**src/rtl/fifo_rd_pkt_pkg.sv**
```systemverilog
// rtl/fifo_rd_pkt_pkg.sv - shared defaults, FSM encoding and helpers for the FIFO read-side packetiser
package fifo_rd_pkt_pkg;

    localparam int DEF_DATA_WIDTH = 8;
    localparam int DEF_PKT_LEN    = 4;
    localparam int DEF_PKT_CNT_W  = 16;

    typedef enum logic {
        IDLE  = 1'b0,
        BURST = 1'b1
    } pkt_state_t;

    function automatic int beat_width(input int len);
        return (len > 1) ? $clog2(len) : 1;
    endfunction

endpackage

```
**src/rtl/fifo_out_skid.sv**
```systemverilog
// rtl/fifo_out_skid.sv - 2-entry circular output buffer with push/pop and occupancy
module fifo_out_skid #(
    parameter int W = 9
) (
    input  logic         clk,
    input  logic         rst,
    input  logic         push,
    input  logic [W-1:0] push_data,
    input  logic         pop,
    output logic [1:0]   occ,
    output logic [W-1:0] head
);

    logic [W-1:0] mem [2];
    logic         wr_ptr;
    logic         rd_ptr;

    always_ff @(posedge clk) begin
        if (rst) begin
            mem[0] <= '0;
            mem[1] <= '0;
            wr_ptr <= 1'b0;
            rd_ptr <= 1'b0;
            occ    <= 2'd0;
        end else begin
            if (push) begin
                mem[wr_ptr] <= push_data;
                wr_ptr      <= ~wr_ptr;
            end
            if (pop) begin
                rd_ptr <= ~rd_ptr;
            end
            case ({push, pop})
                2'b10:   occ <= occ + 2'd1;
                2'b01:   occ <= occ - 2'd1;
                default: occ <= occ;
            endcase
        end
    end

    assign head = mem[rd_ptr];

endmodule

```
**src/rtl/fifo_rd_pkt.sv**
```systemverilog
// rtl/fifo_rd_pkt.sv - pops a show-ahead FIFO into a packetised valid/ready stream
module fifo_rd_pkt
    import fifo_rd_pkt_pkg::*;
#(
    parameter int DATA_WIDTH = DEF_DATA_WIDTH,
    parameter int PKT_LEN    = DEF_PKT_LEN,
    parameter int PKT_CNT_W  = DEF_PKT_CNT_W
) (
    input  logic                  rd_clk,
    input  logic                  rd_rst,
    input  logic                  en,
    input  logic                  rd_empty,
    input  logic [DATA_WIDTH-1:0] rd_data,
    output logic                  rd_en,
    output logic                  out_valid,
    input  logic                  out_ready,
    output logic [DATA_WIDTH-1:0] out_data,
    output logic                  out_last,
    output logic [PKT_CNT_W-1:0]  pkt_cnt,
    output logic                  busy
);

    localparam int              BEAT_W   = beat_width(PKT_LEN);
    localparam logic [BEAT_W-1:0] BEAT_MAX = BEAT_W'(PKT_LEN - 1);

    logic [BEAT_W-1:0]    beat;
    logic [1:0]           occ;
    logic [DATA_WIDTH:0]  head;
    logic                 push;
    logic                 push_last;
    logic                 pop;
    pkt_state_t           state;
    pkt_state_t           state_d;
    logic [PKT_CNT_W-1:0] pkt_cnt_d;

    // Never pop while the buffer is full, so downstream stalls cannot drop words.
    assign rd_en     = en & ~rd_empty & (occ < 2'd2) & ~rd_rst;
    assign push      = rd_en;
    assign push_last = (beat == BEAT_MAX);
    assign out_valid = (occ != 2'd0);
    assign pop       = out_valid & out_ready;
    assign out_last  = head[DATA_WIDTH];
    assign out_data  = head[DATA_WIDTH-1:0];
    assign busy      = (state == BURST) | (occ != 2'd0) | (beat != '0);

    fifo_out_skid #(
        .W (DATA_WIDTH + 1)
    ) u_skid (
        .clk       (rd_clk),
        .rst       (rd_rst),
        .push      (push),
        .push_data ({push_last, rd_data}),
        .pop       (pop),
        .occ       (occ),
        .head      (head)
    );

    always_ff @(posedge rd_clk) begin
        if (rd_rst) begin
            beat <= '0;
        end else if (push) begin
            beat <= push_last ? '0 : beat + 1'b1;
        end
    end

    always_ff @(posedge rd_clk) begin
        if (rd_rst) begin
            state   <= IDLE;
            pkt_cnt <= '0;
        end else begin
            state   <= state_d;
            pkt_cnt <= pkt_cnt_d;
        end
    end

    always_comb begin
        state_d   = state;
        pkt_cnt_d = pkt_cnt;
        case (state)
            IDLE: begin
                if (pop) begin
                    if (out_last) begin
                        pkt_cnt_d = pkt_cnt + 1'b1;
                    end else begin
                        state_d = BURST;
                    end
                end
            end
            BURST: begin
                if (pop && out_last) begin
                    state_d   = IDLE;
                    pkt_cnt_d = pkt_cnt + 1'b1;
                end
            end
            default: state_d = IDLE;
        endcase
    end

endmodule
```
**config.mk**
```make
export PLATFORM = sky130hd
export DESIGN_NAME = fifo_rd_pkt
export DESIGN_NICKNAME = d
export VERILOG_FILES = /design/src/rtl/fifo_rd_pkt_pkg.sv /design/src/rtl/fifo_out_skid.sv /design/src/rtl/fifo_rd_pkt.sv
export SDC_FILE = /design/constraint.sdc
export NUM_CORES = 1
export LEC_CHECK = 0
export ABC_AREA = 1
export ABC_CLOCK_PERIOD_IN_PS = 1900
export CELL_PAD_IN_SITES_DETAIL_PLACEMENT = 1
export CELL_PAD_IN_SITES_GLOBAL_PLACEMENT = 2
export CORE_ASPECT_RATIO = 0.6
export CORE_MARGIN = 2
export CORE_UTILIZATION = 30
export CTS_CLUSTER_DIAMETER = 50
export DETAILED_ROUTE_END_ITERATION = 6
export PLACE_DENSITY = 0.78
export SLEW_MARGIN = 20
export SYNTH_ARGS = -nofsm -noshare
export SYNTH_HDL_FRONTEND = slang
export SYNTH_HIERARCHICAL = 1
export SYNTH_SLANG_ARGS = --single-unit
```
**constraint.sdc**
```tcl
create_clock -name rd_clk -period 1.9 [get_ports rd_clk]
set_clock_uncertainty 0.2 [all_clocks]
set_input_delay 0.38 -clock rd_clk [delete_from_list [all_inputs] [get_ports rd_clk]]
set_output_delay 0.38 -clock rd_clk [all_outputs]
set_load 0.005 [all_outputs]
```
Word-level counts from Yosys, hierarchy flattened --
Memories as Yosys holds them, arrays and structs flattened. A register that Yosys moved wholly into a read port is not among the register bits. Cells that the tools add are included.
Word-level totals: input bits 13, bits in writable memories 18, bits in registers 23, memories kept 1, output and inout port bits 28, word-level logic and storage cells 55
Memories:
- u_skid.mem | depth 2, width 9, rd ports 1, clocked after memory_dff 1, write ports 2, line fifo_out_skid.sv:14 | logic [W-1:0] mem [2];
Operators by class: bitwise logic cells 11, reduce and logical (&&, ||, !) cells 6, add/sub/neg operators 4, equal/unequal tests 6, magnitude comparators 1, multiplexer cells 20
Operator list (number):
- 16-bit 2-to-1 mux | 3
- 16-bit one-hot mux with 2 select lines | 1
- 16-bit by 1-bit adder with 16-bit output (second input constant) | 1
- 1-bit 2-to-1 mux | 12
- 9-bit 2-to-1 mux | 1
- 9-bit OR reduction | 1
- 2-bit nonzero test | 3
- 1-bit inverter | 5
- 2-bit by 1-bit adder with 2-bit output (second input constant) | 2
- 1-bit bitwise AND | 4
- 2-bit == test (second input constant) | 2
- 2-bit inequality test (second input constant) | 2
- 2-bit one-hot mux with 2 select lines | 1
- 3-bit AND reduction | 1
- 2-bit by 1-bit == test with 1-bit output (second input constant) | 1
- 2-bit less-than comparator (second input constant) | 1
- 2-bit 2-to-1 mux | 1
- 2-bit by 1-bit inequality test with 1-bit output (second input constant) | 1
- 1-bit bitwise OR | 2
- 1-bit one-hot mux with 2 select lines | 1
- 2-bit by 1-bit subtractor with 2-bit output (second input constant) | 1
- 1-bit logical AND | 1

Longest topological paths before layout --
Gate-level depths: netlist of run 1.
depth in word-level cells 9, gate-level depth with buffers 10, gate-level depth less buffers 10

Hierarchy --
Netlist of run 1, hierarchy kept.
Modules (own cells, without submodules):
- fifo_rd_pkt | instances 1, seq. area each 380.4 um^2, area each 1057.3 um^2, cells each 156
- fifo_out_skid | instances 1, seq. area each 640.6 um^2, area each 1024.7 um^2, cells each 88

Worst setup path after synthesis of run 1 --
No wires, ideal clock.
path kind input to register, from input port rd_rst, to memory u_skid.mem[0][0], enable pin, library setup time 0.334 ns, buffers on the path 1, required time 1.366 ns, arrival 1.320 ns, setup slack 0.046 ns, stages 8, path through inv_1 nand3_1 inv_1 inv_2 nor2_4 nand2_2 buf_6 nand2_1
RTL lines:
- start, declared | line fifo_rd_pkt.sv:10 | input logic rd_rst,
- end, declared | line fifo_out_skid.sv:14

==> summary.md, run 1 <==
| Metric | Value |
|---|---|
| Root Buffer | `clkbuf_16` |
| WL met3 | `170 um` |
| DRC | `0` |
| Reg clk slew, reported paths | `0.06 ns` |
| Achievable Freq | `513 MHz` |
| Worst-Margin Slew | `0.249 ns` |
| Most common cell on crit path | `buf_6` |
| Worst-Skew Late Latency | `0.29 ns` |
| CP max stage delay | `0.32 ns` |
| Slowest-stage cell, CP | `dfxtp_2` |
| First-pass GRT wire length | `8890 um` |
| Gp weighted congestion | `0.756` |
| Via count | `1776` |
| Most frequent cell after synthesis | `nor2_1` |
| Final setup vio count | `2` |
| Metal-1 WL | `2840 um` |
| Area leader, netlist | `edfxtp_1` |
| Final min period | `1.95 ns` |
| Fillers | `798` |
| CP delay by family, top | `buffers and inverters` |
| Ports | `41` |
| Post-synth cell types | `28` |
| Top cell type's share of synthesized area | `26.0%` |
| Fin crit share | `103%` |
| Max Cap Viol | `0` |
| Yosys reg bits | `42` |
| Number of global-route vias before repair | `1823` |
| Sequential area share after synthesis | `49.0%` |
| Data arrival time of the critical path | `1.37 ns` |
| Wire per inst | `13.5 um` |
| Remaining global-route overflow | `0` |
| Critical-path cell list | `buf_6 > buf_6 > buf_6 > mux2_4 > buf_6` |
| Share of cells above drive strength 1 | `32.1%` |
| Final antenna-violating net count | `0` |
| Req. time, crit path | `1.32 ns` |
| CP max FO | `3` |
| Synth cell count leaders | `45 x nor2_1, 43 x nand2_1, 32 x inv_1` |
| Dominant cells by area after synthesis | `edfxtp_1 26%, dfxtp_1 23%, nor2_1 8.1%, nand2_1 7.8%, inv_1 5.8%` |
| Syn Inst Count | `244` |
| Row count | `23` |
| Initial antenna violation count | `0` |
| Drt first pass iters | `4` |
| Ant. Diodes | `0` |
| TritonCTS clock tree | `built` |
| Area growth, synth to finish | `47.1%` |
| WL final | `5410 um` |
| Power per cell area | `811 mW/mm^2` |
| Final net count | `331` |
| Syn avg cell area | `8.53 sq um` |
| Seq. cell area | `0.00103 sq mm` |
| Htree depth | `2` |
| Ys Warns | `6` |
| Final TNS setup | `-0.0887 ns` |
| Peak VDD IR | `0.000324 V` |
| Die H | `68.5 um` |
| Die area | `0.00764 sq mm` |
| Top FF cell, synth | `dfxtp_1` |
| Cell Area, Placed | `0.00273 sq mm` |
| Number of synthesized flops with an enable pin | `18` |
| Routed length on met2 | `2340 um` |
| Detailed router's first-iteration violation count | `40` |
| Bufs and invs on worst path | `4` |
| CTS Hold Bufs | `0` |
| Via density | `4.42` |
| Syn nets | `261` |
| Post-DP HPWL | `4040 um` |
| Leak pwr | `1.30 nW` |
| CTS Buffer Depth | `2` |
| I/O Buffers | `40` |
| Max-slew violations | `0` |
| All-layer global routing usage | `15.6%` |
| Multi-input gate area | `953 sq um` |
| Setup ws final | `-0.0484 ns` |
| Failing checks | `negative setup slack` |
| CP endpoint kind | `output pin` |
| Starting Density | `31.1%` |
| Die width | `112 um` |
| Startpoint class of the critical path | `flop` |
| Slew headroom | `83.4%` |
| Critical path class | `reg -> out` |
| Non-Filler Cell Area, Final | `0.00306 sq mm` |
| Max Used Layer | `met4` |
| Final Hold Viols | `0` |
| Core ar. | `0.00671 sq mm` |
| Ys async rst share | `0%` |
| Worst Hold Class | `reg -> reg` |
| CTS Sinks | `42` |
| Mapped Area | `0.00208 sq mm` |
| CTS buffer count | `5` |
| RSZ-0062 raised after global routing | `yes` |
| Outcome | `complete, but fails checks` |
| Largest net degree at the start of global routing | `16` |
==> path summary, 6_finish.rpt <==
check / startpoint / to / slack [ns] / cells past startpoint
max: flop / out_last / -0.05 / 5
min: pkt_cnt[3] / pkt_cnt[3] / 0.31 / 1
max reg2reg: flop / pkt_cnt[8] / 0.01 / 10
min reg2reg: pkt_cnt[3] / pkt_cnt[3] / 0.31 / 1
==> metal layers <==
metal,GRT usage [%],vias to the layer above
met5,0,-
met4,3.86,0
met3,5.24,4
met2,24.5,19
met1,21.0,841
li1,-,912
==> per-stage QoR <==
stage	setup WS [ns]	utilization, %	power (W)	hold WS (ns)	instances
floorplan	0.0456	-	0.00115	0.249	244
global placement	-0.349	40.7	0.00130	0.296	387
detailed placement	-0.374	40.7	0.00131	0.293	387
CTS	-0.111	44.3	0.00249	0.313	399
global route	-0.121	45.7	0.00258	0.348	402
finish	-0.0484	45.7	0.00248	0.312	402
==> placed cells by master (no fill, tap or decap), types with 7 or more instances in the layout <==
cell type / instances
nor2_1: 42
nand2_1: 41
inv_1: 29
clkdlybuf4s50_1: 26
dfxtp_1: 18
edfxtp_1: 18
buf_4: 16
nor2_2: 13
buf_6: 10
inv_2: 8
nand3_1: 7
nand4_1: 7
==> power breakdown <==
| group | internal (W) | switching, W |
|---|---|---|
| combinational | 0.000176 | 0.000152 |
| sequential | 0.000977 | 0.0000184 |
| clock | 0.000789 | 0.000370 |
| total | 0.00194 | 0.000540 |
==> final cells by class <==
class	instances	share of cell area, %
Timing Repair Buffer	66	20.4
Sequential cell	42	33.6
Multi-Input combinational cell	161	31.1
Clock inverter	2	1.96
Clock buffer	6	4.54
Tap cell	87	3.56
Inverter	38	4.82
==> registers in the layout, indices dropped and copies added, names as in the netlist, named ones only <==
name,cells
u_skid/rd_ptr,1
u_skid/occ,2
u_skid/mem,18
u_skid/wr_ptr,1
pkt_cnt,16
beat,2
==> kinds of logic (layout without fill, tap and decap cells) <==
logic type | count (synthesis) | after routing | share of synthesized area (%)
mux | 9 | 9 | 4.87
simple gates | 132 | 132 | 30.5
xor+xnor | 3 | 3 | 1.26
buf+inv | 41 | 112 | 8.53
fa+ha+maj | 4 | 4 | 2.40
compound gates | 13 | 13 | 3.37
flops | 42 | 42 | 49.0
==> repair_timing <==
item / in CTS / in global routing
resized for setup: 40 / 33
setup endpoints to repair: 13 / 30
cloned: 0 / 0
buffers inserted: 5 / 3
pin swaps: 2 / 8
Power figures use the tool's default switching activity.
==> inputs of run 2 (changes only) <==
--- a/config.mk
+++ b/config.mk
@@ -15,6 +15,7 @@
 export CTS_CLUSTER_DIAMETER = 50
 export DETAILED_ROUTE_END_ITERATION = 6
 export PLACE_DENSITY = 0.78
+export SETUP_SLACK_MARGIN = 0.15
 export SLEW_MARGIN = 20
 export SYNTH_ARGS = -nofsm -noshare
 export SYNTH_HDL_FRONTEND = slang
==> run 2 against run 1 <==
  * The run now ends clean
  * Cell area grew 0.33%
  * Via count shrank 2.8%
  * Highest routed layer unchanged
  * Sequential share of layout area up 0.87 points
  * Register-to-register slack better by 0.16 ns
  * First-iteration DRC count is 43% higher
==> summary.md, run 2 (synthesized netlist as in run 1, its figures left out) <==
| Metric | Value |
|---|---|
| Wire per inst | `13.1 um (-2.5%)` |
| CP max FO | `5 (+2)` |
| Die area | `0.00764 sq mm (unchanged)` |
| CP max stage delay | `0.35 ns (+0.03 ns)` |
| Cell Area, Placed | `0.00272 sq mm (-0.28%)` |
| Final Hold Viols | `0 (unchanged)` |
| Commonest cells after routing, fill and taps aside | `43 x nor2_1, 42 x nand2_1, 29 x inv_1` |
| Detailed router's first-iteration violation count | `57 (+43%)` |
| Area growth, synth to finish | `47.5%` |
| Core ar. | `0.00671 sq mm (unchanged)` |
| Clk pwr share | `41.8% (-4.9 points)` |
| Outcome | `completed` |
| Post-DP HPWL | `3950 um (-2.1%)` |
| CTS Buffer Depth | `2 (unchanged)` |
| Achievable Freq | `561 MHz (+9.3%)` |
| Root Buffer | `clkbuf_16` |
| Slew headroom | `81.9% (-1.5 points)` |
| Final min period | `1.78 ns (-0.166 ns)` |
| Switching power | `0.000512 W (-5.1%)` |
| Fin crit share | `93.8% (-8.7 points)` |
| CP endpoint kind | `output pin` |
| Final setup vio count | `0 (-2)` |
| Peak VDD IR | `0.000325 V (+0.46%)` |
| Drt first pass iters | `4 (unchanged)` |
| Largest Register | `u_skid/mem` |
| Reg clk slew, reported paths | `0.06 ns (about the same)` |
| Leak pwr | `1.40 nW (+7.4%)` |
| Ports | `41 (unchanged)` |
| Worst Hold Class | `reg -> reg` |
| Share of cells above drive strength 1 | `35.0% (+2.9 points)` |
| Sw frac | `22.4% (+0.69 points)` |
| Max-slew violations | `0 (unchanged)` |
| Worst hold margin | `0.260 ns (-0.0522 ns)` |
| Overall Power | `0.00228 W (-8.0%)` |
| Sequential share of power | `43.5% (+3.4 points)` |
| Final net count | `325 (-1.8%)` |
| Worst-Margin Slew | `0.270 ns (+0.0211 ns)` |
| Initial antenna violation count | `0 (unchanged)` |
| TritonCTS clock tree | `built` |
| WL final | `5190 um (-4.0%)` |
| Final antenna-violating net count | `0 (unchanged)` |
| Remaining global-route overflow | `0 (unchanged)` |
| Req. time, crit path | `1.32 ns (about the same)` |
| CP delay by family, top | `flip-flops` |
| Slowest-stage cell, CP | `dfxtp_2` |
| CTS buffer count | `5 (unchanged)` |
| Die width | `112 um (unchanged)` |
| Data arrival time of the critical path | `1.20 ns (-0.17 ns)` |
| Critical-path cell list | `buf_6 > mux2_4 > buf_6` |
| Largest net degree at the start of global routing | `16 (unchanged)` |
| Starting Density | `31.1% (unchanged)` |
| RSZ-0062 raised after global routing | `yes` |
| Bufs and invs on worst path | `2 (-2)` |
| Placed cells | `384 (-0.78%)` |
| Internal power | `0.00177 W (-8.9%)` |
| Critical path class | `reg -> out` |
| Gp weighted congestion | `0.725 (-4.0%)` |
| Non-Filler Cell Area, Final | `0.00307 sq mm (+0.33%)` |
| Most common cell after layout, fill and taps aside | `nor2_1` |
| Htree depth | `2 (unchanged)` |
| Post-Layout Cell Count | `396 (-1.5%)` |
| Ant. Diodes | `0 (unchanged)` |
| Max reg flops | `18 (unchanged)` |
| Row count | `23 (unchanged)` |
| Largest regs | `u_skid/mem: 18 flops, pkt_cnt: 16 flops` |
| Via count | `1727 (-2.8%)` |
| DRC | `0 (unchanged)` |
| Via density | `4.36 (-1.3%)` |
| Worst-Skew Late Latency | `0.28 ns (about the same)` |
| CTS Hold Bufs | `0 (unchanged)` |
| Max Cap Viol | `0 (unchanged)` |
| Combinational power share | `14.7% (+1.5 points)` |
| I/O Buffers | `40 (unchanged)` |
| Startpoint class of the critical path | `flop` |
| Number of global-route vias before repair | `1733 (-4.9%)` |
| CTS Sinks | `42 (unchanged)` |
| All-layer global routing usage | `14.5% (-1.1 points)` |
| Power per cell area | `743 mW/mm^2 (-8.3%)` |
| Die H | `68.5 um (unchanged)` |
| First-pass GRT wire length | `8510 um (-4.3%)` |
| Most common cell on crit path | `buf_6` |
[run 2: cell types whose count changed in the layout (fill, tap and decap cells not counted), moves of 4 or more]
cell	delta
dlymetal6s2s_1	+5
dfxtp_2	+9
clkdlybuf4s50_1	-9
buf_6	+4
dfxtp_4	+5
mux2_2	-6
mux2_4	+6
dfxtp_1	-14
buf_4	-4
[run 2: power by group through the flow]
stage	combinational (W)	clock (W)	sequential (W)
2_1_floorplan	0.000143	0	0.00101
3_3_place_gp	0.000294	0	0.00101
3_5_place_dp	0.000297	0	0.00101
4_1_cts	0.000332	0.000982	0.000994
5_1_grt	0.000368	0.00101	0.000997
6_report	0.000336	0.000955	0.000992
[run 2: area by class of cell]
cell class / count / area, sq um
clock inverters: 3 / 40.0
repair buffers: 60 / 624
fillers: 777 / 3630
flip-flops and latches: 42 / 1060
well taps: 87 / 109
inverters: 38 / 150
multi-input cells: 161 / 965
clock buffers: 5 / 125
[run 2: layer usage]
metal / global-route usage (%) / vias to the layer above / part of all wire [%]
met3: 2.71 / 4 / 3.8
met4: 4.17 / 0 / 1.1
met2: 23.4 / 25 / 43
li1: - / 904 / -
met1: 20.2 / 794 / 52
met5: 0 / - / 0
[run 2: repair_timing]
item / 4_1_cts / 5_1_grt
setup endpoints to repair: 70 / 50
hold endpoints to repair: 0 / 0
buffers inserted: 4 / 0
resized for setup: 94 / 22
pin swaps: 3 / 8
[run 2: stage by stage]
step	TNS (ns)	setup WS [ns]	utilization, %
global placement	-9.47	-0.366	40.5
detailed placement	-9.52	-0.374	40.5
CTS	0	0.0553	45.2
floorplan	0	0.190	-
finish	0	0.117	45.8
global route	0	0.0691	45.8
[run 2: final timing paths]
path / startpoint / endpoint / slack (ns) / depth (start not counted)
setup / recovery: flop / out_last / 0.12 / 3
setup reg to reg: flop / pkt_cnt[9] / 0.17 / 10
hold / removal: pkt_cnt[3] / pkt_cnt[3] / 0.26 / 1
hold reg to reg: pkt_cnt[3] / pkt_cnt[3] / 0.26 / 1
